## src/rtl/rr_arbiter8.sv

```systemverilog
// rtl/rr_arbiter8.sv - 8-way round-robin arbiter with registered one-hot grant and index.
// Optional forced release after MAX_HOLD busy cycles when ARB_TIMEOUT_EN is defined.
module rr_arbiter8 #(
  parameter int MAX_HOLD = 16
) (
  input  logic       i_clk,
  input  logic       i_rst,
  input  logic       i_en,
  input  logic [7:0] i_req,
  input  logic       i_done,
  output logic [7:0] o_gnt,
  output logic [2:0] o_gnt_idx,
  output logic       o_gnt_valid,
  output logic       o_timeout
);

  typedef enum logic {S_IDLE, S_BUSY} state_t;

  if (MAX_HOLD < 2 || MAX_HOLD > 256) begin : g_bad_max_hold
    $error("rr_arbiter8: MAX_HOLD must be within 2..256");
  end

  state_t     r_state, w_state_nx;
  logic [7:0] r_gnt, w_gnt_nx;
  logic [2:0] r_idx, w_idx_nx;
  logic [2:0] r_last, w_last_nx;
  logic       r_timeout, w_timeout_nx;
  logic       w_found;
  logic [2:0] w_sel;
  logic       w_release;

  // Search starts just past the last owner; k=8 wraps back onto the last owner itself.
  always_comb begin
    w_found = 1'b0;
    w_sel   = r_last;
    for (int k = 1; k <= 8; k++) begin
      if (!w_found && i_req[r_last + 3'(k)]) begin
        w_found = 1'b1;
        w_sel   = r_last + 3'(k);
      end
    end
  end

  assign w_release = i_done | ~i_req[r_idx] | ~i_en;

`ifdef ARB_TIMEOUT_EN
  localparam logic [7:0] HOLD_LAST = 8'(MAX_HOLD - 1);
  logic [7:0] r_hold_cnt, w_hold_cnt_nx;

  always_ff @(posedge i_clk or posedge i_rst) begin
    if (i_rst) r_hold_cnt <= 8'd0;
    else       r_hold_cnt <= w_hold_cnt_nx;
  end
`endif

  always_comb begin
    w_state_nx   = r_state;
    w_gnt_nx     = r_gnt;
    w_idx_nx     = r_idx;
    w_last_nx    = r_last;
    w_timeout_nx = 1'b0;
`ifdef ARB_TIMEOUT_EN
    w_hold_cnt_nx = r_hold_cnt;
`endif
    case (r_state)
      S_IDLE: begin
        if (i_en && w_found) begin
          w_state_nx = S_BUSY;
          w_gnt_nx   = 8'd1 << w_sel;
          w_idx_nx   = w_sel;
`ifdef ARB_TIMEOUT_EN
          w_hold_cnt_nx = 8'd0;
`endif
        end
      end
      S_BUSY: begin
        if (w_release) begin
          w_state_nx = S_IDLE;
          w_gnt_nx   = 8'd0;
          w_last_nx  = r_idx;
        end
`ifdef ARB_TIMEOUT_EN
        // A normal release in the same cycle wins, so no timeout pulse then.
        else if (r_hold_cnt == HOLD_LAST) begin
          w_state_nx   = S_IDLE;
          w_gnt_nx     = 8'd0;
          w_last_nx    = r_idx;
          w_timeout_nx = 1'b1;
        end else begin
          w_hold_cnt_nx = r_hold_cnt + 8'd1;
        end
`endif
      end
      default: begin
        w_state_nx = S_IDLE;
        w_gnt_nx   = 8'd0;
      end
    endcase
  end

  always_ff @(posedge i_clk or posedge i_rst) begin
    if (i_rst) begin
      r_state   <= S_IDLE;
      r_gnt     <= 8'd0;
      r_idx     <= 3'd0;
      r_last    <= 3'd7;
      r_timeout <= 1'b0;
    end else begin
      r_state   <= w_state_nx;
      r_gnt     <= w_gnt_nx;
      r_idx     <= w_idx_nx;
      r_last    <= w_last_nx;
      r_timeout <= w_timeout_nx;
    end
  end

  assign o_gnt       = r_gnt;
  assign o_gnt_idx   = r_idx;
  assign o_gnt_valid = (r_state == S_BUSY);
  assign o_timeout   = r_timeout;

endmodule

```

## config.mk

```make
export PLATFORM = sky130hd
export DESIGN_NAME = rr_arbiter8
export DESIGN_NICKNAME = d
export VERILOG_FILES = /design/src/rtl/rr_arbiter8.sv
export SDC_FILE = /design/constraint.sdc
export NUM_CORES = 1
export LEC_CHECK = 0
export BUFFER_PORTS_ARGS = -buffer_cell sky130_fd_sc_hd__buf_4
export CORE_UTILIZATION = 57
export CTS_CLUSTER_DIAMETER = 60
export DETAILED_ROUTE_END_ITERATION = 16
export HOLD_SLACK_MARGIN = 0.02
export PLACE_DENSITY = 0.76
export SLEW_MARGIN = 20
export SYNTH_ARGS = -nofsm -noshare
export SYNTH_HDL_FRONTEND = slang
export SYNTH_SLANG_ARGS = --single-unit
export TNS_END_PERCENT = 20
```

## constraint.sdc

```tcl
create_clock -name i_clk -period 4.55 [get_ports i_clk]
set_input_delay 0.2275 -clock i_clk [delete_from_list [all_inputs] [get_ports i_clk]]
set_output_delay 0.2275 -clock i_clk [all_outputs]
set_load 0.02 [all_outputs]
```

### Word-level counts from Yosys, hierarchy flattened

Cells that the tools add are included.

* memories kept: 0
* word-level logic and storage cells: 86
* register bits: 15
* input bits: 12
* bits in latches: 0
* bits in read-only memories: 0
* bits in writable memories: 0
* output and inout bits: 13

* bitwise operators: 5
* muxes and demuxes: 40
* eq/ne operators: 2
* $lt $le $gt $ge: 9
* reductions and logical operators: 18
* $mul: 0
* shift operators: 1
* add/subtract/negate cells: 7
* div/mod/pow operators: 0

Operator list (number)
* 3-bit by 4-bit less-than comparator with 1-bit output (second input constant): 9
* 1-bit binary-select mux with 3-bit select: 9
* 3-bit 2-to-1 mux: 8
* 1-bit 2-to-1 mux: 19
* 8-bit 2-to-1 mux: 2
* 8-bit one-hot mux with 2 select lines: 1
* 3-bit adder (second input constant): 4
* 1-bit logical AND: 8
* 1-bit by 3-bit << shifter with 8-bit output (first input constant): 1
* 1-bit zero test: 7
* 3-bit by 2-bit adder with 3-bit output (second input constant): 2
* 2-bit AND reduction: 3
* 3-bit by 1-bit adder with 3-bit output (second input constant): 1
* 1-bit NOT: 3
* 2-bit by 1-bit inequality test with 1-bit output (second input constant): 1
* 2-bit inequality test (second input constant): 1
* 1-bit bitwise OR: 2
* 1-bit one-hot mux with 2 select lines: 1

### Longest topological paths before layout

Gate-level depths: netlist (run 1).

* depth in word-level cells: 28
* depth in mapped cells: 13
* mapped depth without buffers: 9

### Least setup slack after synthesis (run 1)

No wires, ideal clock.

* path type: register -> register
* start point: register r_last[1]
* end point: register r_gnt[0] (netlist: o_gnt[0])
* data required time: 4.428 ns
* slack: 0.902 ns
* path buffers: 5
* library setup time: 0.122 ns
* stages on the path, launching flop included: 14
* clock period less this slack: 3.648 ns
* arrival: 3.527 ns
* path through: dfstp_2 > buf_6 > buf_2 > inv_1 > ha_1 > buf_2 > buf_2 > mux4_2 > mux2_2 > or4_4 > o311ai_4 > buf_6 > a21oi_2 > a32o_1

* longest elaborated chain between the ends: 28
* elaborated cells between the ends (all ways): 59
* classes of those cells: 7 x add/sub; 1 x eq/ne; 1 x shift; 34 x mux; 16 x reduce/logical

RTL lines
* from (decl): RTL line 26 `logic [2:0] r_last, w_last_nx;`
* from (signal assigned): RTL line 112 `r_last <= w_last_nx;`
* 3-bit by 1-bit adder with 3-bit output: RTL line 37, 39
* 1-bit binary-select mux with 3-bit select: RTL line 37 `if (!w_found && i_req[r_last + 3'(k)]) begin`
* 1-bit 2-to-1 mux (not written as such): RTL line 37
* 1-bit 2-to-1 mux: RTL line 37
* 1-bit zero test: RTL line 37
* 1-bit logical AND: RTL line 37
* 1-bit 2-to-1 mux: RTL line 37
* 1-bit zero test: RTL line 37
* [12 not listed]
* 1-bit logical AND: RTL line 37
* 1-bit 2-to-1 mux: RTL line 37
* 1-bit zero test: RTL line 37
* 1-bit logical AND: RTL line 37
* 3-bit 2-to-1 mux or 1-bit 2-to-1 mux (tied branches): RTL line 37
* 1-bit by 3-bit << shifter with 8-bit output or 1-bit logical AND (tied branches): RTL line 69, 67
* 8-bit 2-to-1 mux or 2-bit inequality test (tied branches)
* 8-bit one-hot mux with 2 select lines or 2-bit AND reduction (tied branches)
* to (signal assigned): RTL line 110 `r_gnt <= w_gnt_nx;`
* to (decl): RTL line 24 `logic [7:0] r_gnt, w_gnt_nx;`

Several ways; a longest one is shown, not always the timed one. The select of a mux whose other input is x is not followed.
A chain may end at the register's enable or synchronous reset.

### Worst setup path in the final report (run 1)

* start point: register r_last[0]
* end point: register r_gnt[1] (netlist: o_gnt[1])

The elaborated chain is that of the path after synthesis.

==> results of run 1 <==
-- Yosys cell counts (2+ instances only) --
| master | instances |
|---|---|
| a21oi_1 | 5 |
| o311ai_0 | 2 |
| a221oi_1 | 3 |
| a211o_1 | 2 |
| mux2_2 | 8 |
| o31ai_1 | 6 |
| mux4_2 | 12 |
| ha_1 | 2 |
| clkbuf_1 | 2 |
| nand3_1 | 5 |
| o21ai_0 | 4 |
| nand2_1 | 13 |
| dfstp_2 | 3 |
| mux2i_1 | 11 |
| xnor2_1 | 2 |
| inv_1 | 4 |
| and3_1 | 4 |
| nor2_1 | 8 |
| dfrtp_1 | 12 |
| a32o_1 | 4 |
| xor2_1 | 2 |
| buf_2 | 5 |
| nor3_1 | 9 |
| nor4_1 | 2 |
| o21a_1 | 2 |
| buf_6 | 3 |
| buf_4 | 2 |
| or3_1 | 6 |
-- final cells by class --
cell class | count | share of cell area (%)
sequential | 15 | 20.3
clock buffer | 4 | 1.41
timing repair buffer | 27 | 11.0
tap | 31 | 2.08
inverter | 5 | 1.00
multi-input combinational | 138 | 64.2
-- tightest hold or removal path: cells and delay by family --
kind                   cells  cell delay [ns]
buffers and inverters      1             0.13
AO/OA/AOI/OAI              2             0.14
-- registers in the layout (all words and copies together) (netlist names) --
| signal | flops |
|---|---|
| o_gnt_valid | 1 |
| o_gnt | 8 |
| r_last | 3 |
| o_gnt_idx | 3 |
-- repair_timing --
| item | in CTS | in global routing |
|---|---|---|
| endpoints found under the setup margin | 0 | 0 |
| hold endpoints to repair | 12 | 0 |
| hold buffers | 1 | 0 |
-- logic make-up after synthesis --
family | after synthesis | share of synthesized area (%)
fa+ha+maj | 2 | 1.49
flops | 15 | 22.6
mux | 32 | 28.8
other cells | 1 | 0.223
xor+xnor | 5 | 3.06
simple gates | 54 | 16.4
compound gates | 44 | 21.5
buf+inv | 17 | 5.96
-- metrics by stage --
step,setup slack [ns],instance area [µm²],hold slack [ns],std cells,util (%)
finish,0.735,1870,0.244,220,67.2
global route,0.511,1870,0.266,220,67.2
CTS,0.761,1870,0.236,220,67.2
detailed placement,0.784,1830,0.319,215,65.9
global placement,0.882,1830,0.299,215,65.9
floorplan,0.902,1680,0.127,170,-
-- layer usage --
metal | share of wire, % | up-vias | routed length [µm]
met5 | 0 | - | 0
met4 | 2.2 | 0 | 94
met3 | 6.2 | 13 | 263
met2 | 51 | 68 | 2140
met1 | 41 | 752 | 1740
li1 | - | 721 | -
-- worst max path at each step --
stage	from	endpoint	slack, ns	depth (start not counted)
floorplan	r_last[1]	o_gnt[0]	0.90	13
global placement	r_last[0]	o_gnt[1]	0.88	9
detailed placement	r_last[0]	o_gnt[1]	0.78	9
CTS	r_last[0]	o_gnt[1]	0.76	9
global route	r_last[0]	o_gnt[3]	0.51	10
finish	r_last[0]	o_gnt[1]	0.74	9
==> summary.txt, run 1 <==
Cells and area
  – # fillers: ~220
  – Post-layout net count: between 200 and 250
  – Ant diodes: 0
  – Multi-input logic area: roughly 1200 µm²
  – Area growth, synth to finish: 11.3%
  – FF+latch area: approximately 380 µm²
  – Layout cell share with drive strength beyond 1: between 30% and 40%
  – Most common cell after layout, fill and taps aside: buf_4
  – Most frequent cells in the layout: buf_4 (26), nand2_1 (13), mux4_2 (12), dfrtp_1 (12), mux2i_1 (11)

Timing
  – Max_slew headroom: between 50% and 60%
  – RSZ-0062 raised after global routing: false
  – Peak Freq: between 200 and 300 MHz
  – Setup TNS: 0 ns
  – Tcrit/Tclk final: between 80% and 90%
  – Min Tclk post-route: approximately 3.8 ns
  – Slew Limit Fails: 0
  – Clk_skew: about 0.0026 ns
  – Final hold violations: 0
  – Worst-Margin Slew: roughly 0.65 ns
  – Endpoints failing setup: 0

Global route
  – First-pass GRT wire length: 7320 µm
  – Remaining Overflow, GRT: 0
  – GR Layer Usage met3: about 4.6%
  – Pin count of the biggest net entering global routing: 24
  – GR Util met1: 39.8%
  – Vias in the first global route: ~1,600
  – Grt met2 use: a little under half
  – Busiest metal layer after global routing: met2
  – Initial antenna violation count: 0
  – Gr usage total: between 20 and 30%

Setup path
  – Slowest-stage cell, CP: ha_1
  – Crit path buf inv count: 1
  – CP Capture Type: register
  – FF-to-FF path depth: 9
  – Critical register-to-register path startpoint: r_last[0]
  – Most frequent CP cell: mux2i_1
  – Reg2reg end: o_gnt[1]
  – CP max FO: 14
  – CP top delay family: compound AO/OA/AOI/OAI gates
  – Crit Path Class: register to register
  – Required time worst endpoint: between 4 and 5 ns
  – Sequence of cells on the critical path: inv_2 > ha_1 > mux2i_1 > mux2i_1 > o22a_1 > or4_4 > o311ai_4 > nor3_1 > a32o_1
  – Crit path DAT: between 3 and 4 ns
  – CP startpoint kind: register
  – FF-to-FF setup slack: 0.74 ns
  – Max incr delay on CP: 0.62 ns

Route
  – Drt via density: about 7.1
  – Post-route ant nets: 0
  – DR pass1 iterations: 4
  – Via count: between 1,500 and 2,000
  – DRT iter0 DRCs: about 110
  – DRC: 0
  – Final wirelength: around 4200 µm
  – Routed len/inst: ~19 µm

Worst hold path
  – Hold path startpoint: i_en
  – Hold Path End: o_gnt_valid
  – Worst hold path depth: 3
  – Hold/Removal Path Class: primary input to register

Clocking
  – CTS H-tree lvls: 1
  – Post-cts gate resize count: 0
  – Clk slew on worst S/H paths: ~0.08 ns
  – Inserted Clock Buffers: 3
  – Clk_lat worst skew: roughly 0.28 ns
  – Postcts setup bufs: 0
  – TritonCTS clock tree: yes
  – CTS max path bufs: 2
  – Clk sinks: 15
  – Root Driver: clkbuf_4

Synth
  – Synth warnings: 0
  – Post-synth top area share: about 18%
  – Post-synthesis cell type count: 55
  – Register area share after synthesis: 22.6%
  – Syn avg cell area: around 10 µm²
  – Yosys top cell by area: dfrtp_1
  – Ranking of synthesized cells by area: dfrtp_1 (18%), mux4_2 (16%), mux2i_1 (6.6%)
  – Syn Inst Count: 170
  – Prevailing post-synth register cell: dfrtp_1
  – #FFs+latches synth: 15
  – Post-synth EDFFs: 0
  – Mapped Area: around 1700 µm²
  – Ys async rst share: 100%
  – Post-Synthesis Net Count: ~180

Floorplanning
  – Die X: between 50 and 60 µm
  – # rows: 19
  – Die area: 3170 µm²
  – Die boundary height: about 56 µm
  – Core box area: between 2000 and 3000 µm²
  – Initial core utilization: roughly three fifths
  – Ports: 25

Outcome
  – Status: finished, final reports clean

Place
  – Port Buffers: 23
  – GPL Wtd Cong: ~0.90
  – DP Wirelength: around 3200 µm

Job
  – Max Cap Viol: 0
Power of run 1 is left out: the tool's default activity adds up to more than one toggle a clock period on the data nets, which glitch-free logic cannot reach.
==> inputs of run 2 (changes only) <==
--- a/config.mk
+++ b/config.mk
@@ -5,12 +5,13 @@
 export SDC_FILE = /design/constraint.sdc
 export NUM_CORES = 1
 export LEC_CHECK = 0
+export ABC_AREA = 1
 export BUFFER_PORTS_ARGS = -buffer_cell sky130_fd_sc_hd__buf_4
-export CORE_UTILIZATION = 57
+export CORE_UTILIZATION = 51
 export CTS_CLUSTER_DIAMETER = 60
 export DETAILED_ROUTE_END_ITERATION = 16
 export HOLD_SLACK_MARGIN = 0.02
-export PLACE_DENSITY = 0.76
+export PLACE_DENSITY = 0.72
 export SLEW_MARGIN = 20
 export SYNTH_ARGS = -nofsm -noshare
 export SYNTH_HDL_FRONTEND = slang
==> constraint.sdc (replaced) <==
create_clock -name i_clk -period 3.4 [get_ports i_clk]
set_input_delay 0.17 -clock i_clk [delete_from_list [all_inputs] [get_ports i_clk]]
set_output_delay 0.17 -clock i_clk [all_outputs]
set_load 0.02 [all_outputs]
==> summary.txt, run 2 <==
Setup path
  – CP startpoint kind: register (unchanged)
  – Crit Path Class: register to register (unchanged)
  – Required time worst endpoint: 3.58 ns (was 4.73 ns)
  – FF-to-FF path depth: 16 (was 9)
  – CP max FO: 14 (unchanged)
  – CP Capture Type: register (unchanged)
  – Reg2reg end: o_gnt[6] (was o_gnt[1])
  – Critical register-to-register path startpoint: r_last[0] (unchanged)
  – Crit path DAT: 3.07 ns (was 3.99 ns)
  – FF-to-FF setup slack: 0.50 ns (was 0.74 ns)

Cells and area
  – Max reg flops: 8 (unchanged)
  – Ant diodes: 0 (unchanged)
  – # fillers: 295 (was 221)
  – Post-layout net count: 278 (was 204)
  – Layout cell share with drive strength beyond 1: 24.3% (was 32.3%)
  – Most frequent cells in the layout: nand2_1 (92), nand3_1 (33), buf_4 (24), inv_1 (15), nor2_1 (13) (was buf_4 (26), nand2_1 (13), mux4_2 (12), dfrtp_1 (12), mux2i_1 (11))
  – Final design utilization: 62.3% (was 67.2%)
  – Area growth, synth to finish: 13.9% (was 11.3%)
  – Most common cell after layout, fill and taps aside: nand2_1 (was buf_4)

Route
  – Final wirelength: 3670 µm (was 4230 µm)
  – Via count: 1,576 (was 1,554)
  – DR pass1 iterations: 4 (unchanged)
  – Routed len/inst: 12.5 µm (was 19.2 µm)
  – DRC: 0 (unchanged)
  – Post-route ant nets: 0 (unchanged)
  – DRT iter0 DRCs: 93 (was 109)
  – Drt via density: 5.36 (was 7.06)

Timing
  – Tcrit/Tclk final: 85.2% (was 83.8%)
  – Clk_skew: 0.00336 ns (was 0.00255 ns)
  – Slew Limit Fails: 0 (unchanged)
  – RSZ-0062 raised after global routing: false (unchanged)
  – Final hold violations: 0 (unchanged)
  – Max_slew headroom: 62.5% (was 56.1%)
  – Peak Freq: 345 MHz (was 262 MHz)
  – Setup TNS: 0 ns (unchanged)
  – Min Tclk post-route: 2.90 ns (was 3.81 ns)
  – Endpoints failing setup: 0 (unchanged)
  – Worst-Margin Slew: 0.562 ns (was 0.655 ns)

Floorplanning
  – Die boundary height: 56.8 µm (was 56.3 µm)
  – Die X: 56.8 µm (was 56.3 µm)
  – Core box area: 2810 µm² (was 2780 µm²)
  – # rows: 19 (unchanged)
  – Initial core utilization: 54.7% (was 60.4%)
  – Ports: 25 (unchanged)
  – Die area: 3230 µm² (was 3170 µm²)

Global route
  – Remaining Overflow, GRT: 0 (unchanged)
  – Initial antenna violation count: 0 (unchanged)
  – Pin count of the biggest net entering global routing: 16 (was 24)
  – First-pass GRT wire length: 6460 µm (was 7320 µm)
  – Gr usage total: 25.9% (was 29.6%)
  – Vias in the first global route: 1,441 (was 1,553)

Clocking
  – Post-cts gate resize count: 0 (unchanged)
  – Clk_lat worst skew: 0.28 ns (about the same)
  – CTS max path bufs: 2 (unchanged)
  – CTS H-tree lvls: 1 (unchanged)
  – Inserted Clock Buffers: 3 (unchanged)
  – Root Driver: clkbuf_4 (unchanged)
  – TritonCTS clock tree: yes (unchanged)
  – Clk sinks: 15 (unchanged)
  – Clk slew on worst S/H paths: 0.09 ns (was 0.08 ns)

Worst hold path
  – Hold/Removal Path Class: primary input to register (unchanged)
  – Hold path startpoint: i_done (was i_en)
  – Worst hold path depth: 4 (was 3)
  – Hold Path End: o_gnt_valid (unchanged)

Place
  – Port Buffers: 23 (unchanged)
  – GPL Wtd Cong: 0.940 (was 0.903)
  – DP Wirelength: 3050 µm (was 3200 µm)

Synth
  – Post-synth EDFFs: 0 (unchanged)
  – Ys async rst share: 100% (unchanged)
  – Synth warnings: 0 (unchanged)
  – Ranking of synthesized cells by area: nand2_1 (23%), dfrtp_1 (20%), nand3_1 (11%) (was dfrtp_1 (18%), mux4_2 (16%), mux2i_1 (6.6%))
  – Post-synth top area share: 22.5% (was 17.9%)
  – Post-Synthesis Net Count: 253 (was 184)
  – Register area share after synthesis: 24.7% (was 22.6%)
  – Commonest cells post-synth: nand2_1 (92), nand3_1 (33), inv_1 (15) (was nand2_1 (13), dfrtp_1 (12), mux4_2 (12))
  – Post-synthesis cell type count: 34 (was 55)
  – Most frequent cell after synthesis: nand2_1 (unchanged)
  – Yosys top cell by area: nand2_1 (was dfrtp_1)
  – #FFs+latches synth: 15 (unchanged)
  – Syn Inst Count: 239 (was 170)
  – Mapped Area: 1530 µm² (was 1680 µm²)
  – Prevailing post-synth register cell: dfrtp_1 (unchanged)
  – Syn avg cell area: 6.42 µm² (was 9.88 µm²)

Job
  – Max Cap Viol: 0 (unchanged)

Outcome
  – Status: finished, final reports clean (unchanged)
[run 2: cell count changes in the layout (fill, tap and decap cells not counted), moves of 6 or more]
| cell | delta |
|---|---|
| nor3_1 | -9 |
| o31ai_1 | -6 |
| or3_1 | -6 |
| o21ai_0 | +7 |
| mux2_2 | -8 |
| nand3_1 | +28 |
| mux2i_1 | -11 |
| nand2_1 | +79 |
| inv_1 | +11 |
| nand2_2 | +8 |
| inv_2 | +8 |
| mux4_2 | -12 |
[run 2: worst max-delay path, stage by stage (launching register included)]
cell and delay, ns:
dfstp_2 0.67, inv_2 0.15, ha_1 0.41, inv_1 0.20, nand3_1 0.15, nand3_2 0.13, nand2_4 0.10, nor2_8 0.16
nand4_2 0.11, nor2_2 0.14, nand2_1 0.06, nand2_1 0.08, inv_2 0.03, nand2_1 0.11, nand2_1 0.12, nand3_1 0.11
nand2_1 0.06
[run 2: kinds of logic after synthesis]
group,share of synthesized area [%]
fa+ha+maj,1.63
simple gates,52.5
other cells,0.244
buf+inv,8.89
flops,24.7
compound gates,9.30
xor+xnor,2.69
[run 2: layer usage]
| metal | up-vias | share of wire (%) | track usage, % |
|---|---|---|---|
| met4 | 0 | 1.1 | 8.01 |
| met3 | 5 | 3.4 | 1.61 |
| met5 | - | 0 | 0 |
| li1 | 818 | - | - |
| met1 | 721 | 47 | 35.8 |
| met2 | 32 | 49 | 43.4 |
[run 2: how the worst max path moves through the flow]
stage	startpoint	end	slack [ns]	depth (start not counted)
after floorplan	r_last[1]	o_gnt[4]	0.89	17
after global placement	r_last[0]	o_gnt[7]	0.56	17
after detailed placement	r_last[0]	o_gnt[6]	0.55	16
after CTS	r_last[0]	o_gnt[6]	0.54	16
after global routing	r_last[0]	o_gnt[7]	0.26	17
final	r_last[0]	o_gnt[6]	0.50	16
[run 2: metrics by stage]
step / hold slack, ns / setup WS, ns / instances / instance area (µm²)
floorplan: 0.0693 / 0.891 / 239 / 1530
global placement: 0.254 / 0.559 / 289 / 1710
detailed placement: 0.261 / 0.552 / 289 / 1710
CTS: 0.228 / 0.538 / 294 / 1750
global route: 0.249 / 0.260 / 294 / 1750
finish: 0.225 / 0.503 / 294 / 1750
[run 2: cell type report]
class,count,area [µm²],area share (%)
clock buffer,4,26.3,1.50
inverter,25,95.1,5.44
multi-input combinational,194,1020,58.3
sequential,15,379,21.7
tap,31,38.8,2.22
timing repair buffer,25,190,10.9
[run 2: repair_timing]
item	CTS	global route
hold buffers	1	0
buffers inserted	0	0
endpoints found under the hold margin	12	0
Power of run 2 is left out for the same reason.
